<file path="config.mk">
export PLATFORM = sky130hd
export DESIGN_NAME = sht40_meas_ctrl
export DESIGN_NICKNAME = d
export VERILOG_FILES = /design/src/rtl/sht40_meas_ctrl.sv
export SDC_FILE = /design/constraint.sdc
export NUM_CORES = 1
export LEC_CHECK = 0
export CAP_MARGIN = 0
export CELL_PAD_IN_SITES_DETAIL_PLACEMENT = 1
export CELL_PAD_IN_SITES_GLOBAL_PLACEMENT = 1
export CORE_UTILIZATION = 30
export DETAILED_ROUTE_END_ITERATION = 6
export GPL_ROUTABILITY_DRIVEN = 0
export PLACE_DENSITY_LB_ADDON = 0.08
export SETUP_SLACK_MARGIN = 0.5
export SLEW_MARGIN = 0
export SYNTH_ARGS = -nofsm -noshare
export SYNTH_HDL_FRONTEND = slang
export SYNTH_SLANG_ARGS = --single-unit
</file>
<file path="constraint.sdc">
create_clock -name clk -period 5.5 [get_ports clk]
set_input_delay 1.65 -clock clk [delete_from_list [all_inputs] [get_ports clk]]
set_output_delay 1.65 -clock clk [all_outputs]
set_load 0.01 [all_outputs]
</file>
<file path="src/rtl/sht40_meas_ctrl.sv">
// SHT40 measurement sequencer in front of the I2C master: requests a measurement, captures six bytes, publishes temp/RH words.
// Build option: define SHT40_CRC_CHECK_EN to verify each word against its CRC-8 and abort the master on mismatch.
module sht40_meas_ctrl #(
  parameter logic [6:0] SENSOR_ADDR    = 7'h44,
  parameter logic [7:0] MEAS_CMD       = 8'hFD,
  parameter int         TIMEOUT_CYCLES = 1_000_000
) (
  input  logic        clk,
  input  logic        rst,
  input  logic        start,
  input  logic [2:0]  master_state,
  input  logic [3:0]  bytes_received,
  input  logic [7:0]  data_received,
  output logic        processor_ready,
  output logic [6:0]  peripheral_address,
  output logic [7:0]  command_data_frames,
  output logic        i2c_writes,
  output logic [3:0]  sht_reads,
  output logic        crc_error_out,
  output logic        busy,
  output logic        valid,
  output logic [1:0]  err_code,
  output logic [15:0] temp_raw,
  output logic [15:0] rh_raw
);

  localparam int            TO_W    = $clog2(TIMEOUT_CYCLES + 1);
  localparam logic [TO_W-1:0] TO_LAST = TO_W'(TIMEOUT_CYCLES - 1);

  typedef enum logic [1:0] {IDLE, REQ, XFER, CHECK} state_t;

  state_t          state, state_nxt;
  logic [3:0]      prev_cnt;
  logic [2:0]      byte_idx;
  logic [TO_W-1:0] to_cnt;
  logic [7:0]      data_buf [4];
  logic            byte_new, to_hit, word_end, last_word, ms_idle, crc_ok, crc_fail;

  assign byte_new  = (bytes_received != prev_cnt);
  assign to_hit    = (to_cnt == TO_LAST);
  assign word_end  = (byte_idx == 3'd2) || (byte_idx == 3'd5);
  assign last_word = (byte_idx == 3'd6);
  assign ms_idle   = (master_state == 3'b000);
  assign crc_fail  = (state == CHECK) && !crc_ok;

  assign peripheral_address  = SENSOR_ADDR;
  assign command_data_frames = MEAS_CMD;
  assign i2c_writes          = 1'b1;
  assign sht_reads           = 4'd5;

`ifdef SHT40_CRC_CHECK_EN
  logic [7:0] crc_buf [2];

  // Bit-serial CRC-8, poly 0x31, init 0xFF, MSB first, no reflection or final XOR
  function automatic logic [7:0] crc8(input logic [15:0] word);
    logic [7:0] crc;
    logic       fb;
    crc = 8'hFF;
    for (int i = 15; i >= 0; i--) begin
      fb  = crc[7] ^ word[i];
      crc = {crc[6:0], 1'b0} ^ (fb ? 8'h31 : 8'h00);
    end
    return crc;
  endfunction

  assign crc_ok = last_word ? (crc8({data_buf[2], data_buf[3]}) == crc_buf[1])
                            : (crc8({data_buf[0], data_buf[1]}) == crc_buf[0]);

  always_ff @(posedge clk or posedge rst) begin
    if (rst) crc_error_out <= 1'b0;
    else     crc_error_out <= crc_fail;
  end
`else
  assign crc_ok        = 1'b1;
  assign crc_error_out = 1'b0;
`endif

  always_ff @(posedge clk or posedge rst) begin
    if (rst) state <= IDLE;
    else     state <= state_nxt;
  end

  always_comb begin
    state_nxt = state;
    case (state)
      IDLE:  if (start) state_nxt = REQ;
      REQ:   if (!ms_idle) state_nxt = XFER;
      XFER: begin
        // an arriving byte takes priority over end-of-transfer and timeout
        if (byte_new) begin
          if (word_end) state_nxt = CHECK;
        end else if (ms_idle || to_hit) begin
          state_nxt = IDLE;
        end
      end
      CHECK: state_nxt = (!crc_ok || last_word) ? IDLE : XFER;
      default: state_nxt = IDLE;
    endcase
  end

  always_comb begin
    processor_ready = (state == REQ);
    busy            = (state != IDLE);
  end

  always_ff @(posedge clk or posedge rst) begin
    if (rst) begin
      prev_cnt <= 4'd0;
      byte_idx <= 3'd0;
      to_cnt   <= '0;
      err_code <= 2'b00;
      valid    <= 1'b0;
      temp_raw <= 16'd0;
      rh_raw   <= 16'd0;
    end else begin
      valid <= 1'b0;
      case (state)
        // master's byte count is never cleared, so capture its value as the baseline
        IDLE: if (start) begin
          err_code <= 2'b00;
          prev_cnt <= bytes_received;
        end
        REQ: if (!ms_idle) begin
          byte_idx <= 3'd0;
          to_cnt   <= '0;
        end
        XFER: begin
          if (byte_new) begin
            byte_idx <= byte_idx + 3'd1;
            prev_cnt <= bytes_received;
            to_cnt   <= '0;
          end else if (ms_idle) begin
            err_code <= 2'b11;
          end else if (to_hit) begin
            err_code <= 2'b10;
          end else begin
            to_cnt <= to_cnt + TO_W'(1);
          end
        end
        CHECK: begin
          if (crc_fail) begin
            err_code <= 2'b01;
          end else if (last_word) begin
            valid    <= 1'b1;
            temp_raw <= {data_buf[0], data_buf[1]};
            rh_raw   <= {data_buf[2], data_buf[3]};
          end
        end
        default: ;
      endcase
    end
  end

  // Byte buffer carries no reset: a restarted transfer always overwrites it before use
  always_ff @(posedge clk) begin
    if (state == XFER && byte_new) begin
      case (byte_idx)
        3'd0: data_buf[0] <= data_received;
        3'd1: data_buf[1] <= data_received;
        3'd3: data_buf[2] <= data_received;
        3'd4: data_buf[3] <= data_received;
`ifdef SHT40_CRC_CHECK_EN
        3'd2: crc_buf[0]  <= data_received;
        3'd5: crc_buf[1]  <= data_received;
`endif
        default: ;
      endcase
    end
  end

endmodule

</file>
Yosys cells after proc, flatten, opt, wreduce, memory -nomap -nowiden
Memory sizes are Yosys's and may differ from the RTL's. A register that Yosys moved wholly into a read port is not among the register bits.
Cells that the tools add are included.
{ "word_totals": {"n_memories": 1, "mem_bits_rw": 32, "regBits": 32, "in_bits": 18} }
{ "mem_list": {"columns": ["name", "words", "word_bits", "rd", "rd_ports_with_merged_regs", "write_ports", "line", "source"], "rows": [
  ["data_buf", 4, 8, 4, 4, 1, "36", "logic [7:0] data_buf [4];"]
]} }
{ "op_classes": {"n_reduce_logical": 18, "muxes": 46, "addsub": 2, "n_eq_ne": 20} }
{ "op_table": {"columns": ["operator", "count"], "rows": [
  ["20-bit 2-to-1 mux", 4],
  ["20-bit case mux with 2 select lines", 1],
  ["2-bit 2-to-1 mux", 13],
  ["8-bit 2-to-1 mux", 3],
  ["8-bit OR reduction", 3],
  ["20-bit by 1-bit adder with 20-bit output, second input constant", 1],
  ["20-bit == test, second input constant", 1],
  ["1-bit 2-to-1 mux", 17],
  ["3-bit != test, second input constant", 5],
  ["4-bit AND reduction", 3],
  ["3-bit == test, second input constant", 3],
  ["4-bit 2-to-1 mux", 2],
  ["2-bit != test, second input constant", 4],
  ["2-bit case mux with 4 select lines", 1],
  ["4-bit case mux with 2 select lines", 1],
  ["3-bit by 2-bit == test with 1-bit output, second input constant", 2],
  ["3-bit logical NOT", 2],
  ["3-bit 2-to-1 mux", 2],
  ["3-bit case mux with 2 select lines", 1],
  ["3-bit AND reduction", 2],
  ["2-bit nonzero test", 3],
  ["2-bit == test, second input constant", 2],
  ["4-bit != test", 1],
  ["2-bit case mux with 2 select lines", 1],
  ["other kinds (7)", 8]
]} }

Logic depth before layout (Yosys ltp)
{ "depth": {"word_depth": 8, "ltp_mapped": 8, "depth_no_buf": 7} }

Worst setup path before layout
No wires, ideal clock.
{ "synth_path": {"path_kind": "input to register", "start": "input port master_state[1]", "end": "register to_cnt[13]", "setup_ns": 0.066, "path_buffers": 1, "arrival_ns": 2.905, "slack_ns": 2.529, "stages": 6, "path_cell_list": "nor3_4 nor2_1 or2_1 buf_6 or4_1 nand2_1"} }
{ "synth_between": {"elab_chain_cells": 3} }
{ "synth_rtl": {"columns": ["element", "line", "source"], "rows": [
  ["start: declaration", "11", "input logic [2:0] master_state,"],
  ["3-bit logical NOT *", "43", "assign ms_idle = (master_state == 3'b000);"],
  ["3-bit != test (no line) or 2-bit != test (tied branches)", null, null],
  ["4-bit AND reduction (no line) *", null, null],
  ["end signal: assignment", "137", "to_cnt <= to_cnt + TO_W'(1);"],
  ["end: declaration", "35", "logic [TO_W-1:0] to_cnt;"]
]} }
Mark *: on every way between the ends. The rest lies on a longest branch, timed or not.
A chain may end at the register's enable or synchronous reset.

Worst setup path after layout
{ "layout_path": {"start": "input port bytes_received[1]", "end": "register to_cnt[19]"} }
{ "layout_between": {"elab_chain_cells": 3} }
{ "layout_rtl": {"columns": ["element", "line", "source"], "rows": [
  ["start: declaration", "12", "input logic [3:0] bytes_received,"],
  ["4-bit != test *", "39", "assign byte_new = (bytes_received != prev_cnt);"],
  ["3-bit != test (no line) or 20-bit 2-to-1 mux (tied branches)", null, null],
  ["4-bit AND reduction (no line) or 20-bit case mux with 2 select lines (tied branches)", null, null]
]} }
Marks and branches as above.

==> run metrics <==
Worst Path Max Fanout=13; Fin Setup TNS=0 ns; Largest delay share family, worst path=simple AND/OR/NAND/NOR gates; Hold Buf Count CTS=0; Syn Std Cell Area=4230 µm²; Worst Min Path Start=data_buf[1][4]$_DFFE_PP_; Worst Hold Path Cells=2; Die Ht=121 µm; Max Root-Sink Buffers=2; crit start category=input pin; Crit Path Class=in -> reg; CTS tree=built; RSZ-0062 raised after global routing=no; setup ws final=1.85 ns; first-pass GRT wire length=16,400 µm; vias in the first global route=3,034; Synth area leader=dfrtp_1; maximum clock frequency=0.274 GHz; hold crit path type=reg -> reg; synth top area cells=dfrtp_1 (38%), edfxtp_1 (23%), nand2_1 (11%); Total Power=2.19 mW; share of layout cells above drive strength 1=6.65%; area fraction of the dominant cell type after synthesis=37.8%; Post-synth ARST share=66.7%; Post-CTS Setup Bufs=0; site row count=43; cells along the critical path=clkdlybuf4s50_1 -> xnor2_1 -> a41oi_1 -> or2_1 -> or4_1 -> nand2_1; status=completed; Synth Flop Type=dfrtp_1; most common cell after layout, fill and taps aside=nand2_1; fin. max-slew vios=0; gr usage total=14.9%; WL final=9770 µm; core box area=13,800 µm²; FILL cells=1,561; Finish-stage setup viols=0; Buffers on Ports=54; gr ovfl total=0; clk root buf=clkbuf_16; Leakage=2.22 nW; DRT antenna net count=0; CP required=5.78 ns; largest net degree at the start of global routing=37; FF+latch count, synth=96; drt drc=0; Slew @ Worst Pin=0.998 ns; vias=2,997; worst r2r path cells=5; CTS sink count=96; Post-synth EDFFs=32; IO Count=76; fin crit share=66.4%; hold path endpoint=temp_raw[4]$_DFFE_PP0P_; Data arrival, critical path=3.93 ns; CTS Buf Count=9; register area=2560 µm²; post-synthesis cell type count=51; Ant. Diodes=0; RR Startpoint=state[0]$_DFFE_PP0P_; VDD IR-drop max=0.203 mV; Hold Vio Cnt, Final=0; Slew headroom=33.4%; H-tree Lvls=3; RR Endpoint=to_cnt[16]$_DFFE_PP0P_; largest stage delay on the critical path=0.55 ns; drt initial violations=130; Mapped Cells=394; Layout Utilization=37.2%; nets@finish=470; die width=121 µm; Period minus WS final=3.65 ns; post_cts resized=0; max_cap viols=0; initial antenna violation count=0; area occupied by multi-input gates=1460 µm²; Clock Skew=0.00714 ns; register clock-pin slew on the reported worst setup and hold paths=0.07 ns; CP bufs+invs=1; Syn Area/Cell=10.7 µm²; worst reg-to-reg setup slack=3.06 ns; pre-CTS WS=1.48 ns; DP Wirelength=6740 µm; sequential area share after synthesis=60.5%; Synthesis Warnings=0; Layout area overhead=21.5%; CP endpoint kind=flop; drt pass-1 iters=4; Vias/cell=4.75; Clock Latency Late Sink=0.35 ns; slowest cell on the critical path=or2_1; Starting Density=30.6%; area of the die=14,600 µm²; commonest non-fill, non-tap cells in the layout=nand2_1 (122), dfrtp_1 (64), clkdlybuf4s50_1 (54); WL per Instance=15.5 µm; area post-placement=4860 µm²; PwrDens=425 nW/µm²; Design Area, Final=5140 µm²
[kinds of logic after synthesis]
logic type / Yosys count / synth area share [%]
and+or+nand+nor: 186 / 20.9
DFF: 96 / 60.5
buffers and inverters: 47 / 6.68
AOI/OAI and AO/OA: 46 / 7.36
adders and majority gates: 6 / 1.77
muxes: 6 / 1.57
xor gates and xnor gates: 5 / 1.03
other: 2 / 0.177
[stage by stage]
step | hold WS [ns] | cells
floorplan | 0.415 | 413
global placement | 0.422 | 615
detailed placement | 0.426 | 615
CTS | 0.446 | 631
global route | 0.460 | 631
finish | 0.442 | 631
[cell type report]
type | instances | share of cell area (%)
Clock buffer | 11 | 4.72
Clock inverter | 5 | 0.803
Inverter | 11 | 0.803
Multi-Input combinational cell | 270 | 28.4
Sequential cell | 96 | 49.8
Tap cell | 180 | 4.38
Timing Repair Buffer | 58 | 11.1
[tightest hold or removal path: cells and delay by family (launching register included)]
| family | cells | cell delay [ns] |
|---|---|---|
| DFF | 1 | 0.33 |
| and+or+nand+nor | 2 | 0.09 |
[how the worst max path moves through the flow]
stage                            from                      end  slack [ns]  depth (start not counted)
finish              bytes_received[1]   to_cnt[19]$_DFFE_PP0P_        1.85                          6
global route        bytes_received[3]   to_cnt[16]$_DFFE_PP0P_        1.60                          6
CTS                 bytes_received[3]   to_cnt[16]$_DFFE_PP0P_        1.81                          6
detailed placement  bytes_received[3]   to_cnt[16]$_DFFE_PP0P_        1.48                          6
floorplan                         rst  byte_idx[0]$_DFFE_PP0P_        2.25                          1
global placement    bytes_received[3]   to_cnt[16]$_DFFE_PP0P_        1.54                          6
[power by group]
group          internal [mW]  leakage [nW]  total (mW)  switching, mW
clock                  0.325         0.140       0.610          0.286
sequential             0.880          1.14       0.957         0.0764
combinational          0.262         0.938       0.619          0.357
total                   1.47          2.22        2.19          0.719
[layer usage]
metal / up-vias / track usage, % / share of wire (%) / wire (µm)
met5: - / 0 / 0 / 0
met4: 0 / 7.25 / 1.9 / 184
met3: 12 / 2.50 / 3.2 / 315
met2: 57 / 23.8 / 47 / 4610
met1: 1501 / 19.5 / 48 / 4660
li1: 1427 / - / - / -
[flip-flops by register name, indices dropped and copies added, names as in the netlist, 2 cells and up]
name / count
data_buf: 32
to_cnt: 20
rh_raw: 16
temp_raw: 16
prev_cnt: 4
byte_idx: 3
err_code: 2
state: 2
[synth_stat cells, types with 5 or more instances]
cell	instances
and4_1	5
mux2_2	5
o21ai_0	8
ha_1	6
inv_1	11
nand3_1	10
edfxtp_1	32
or4_1	7
o31ai_1	5
o211ai_1	8
clkbuf_1	5
buf_4	23
nand2_1	122
nor2_1	8
nand4_1	10
dfrtp_1	64
a21oi_1	8
(Power assumes the default switching activity.)
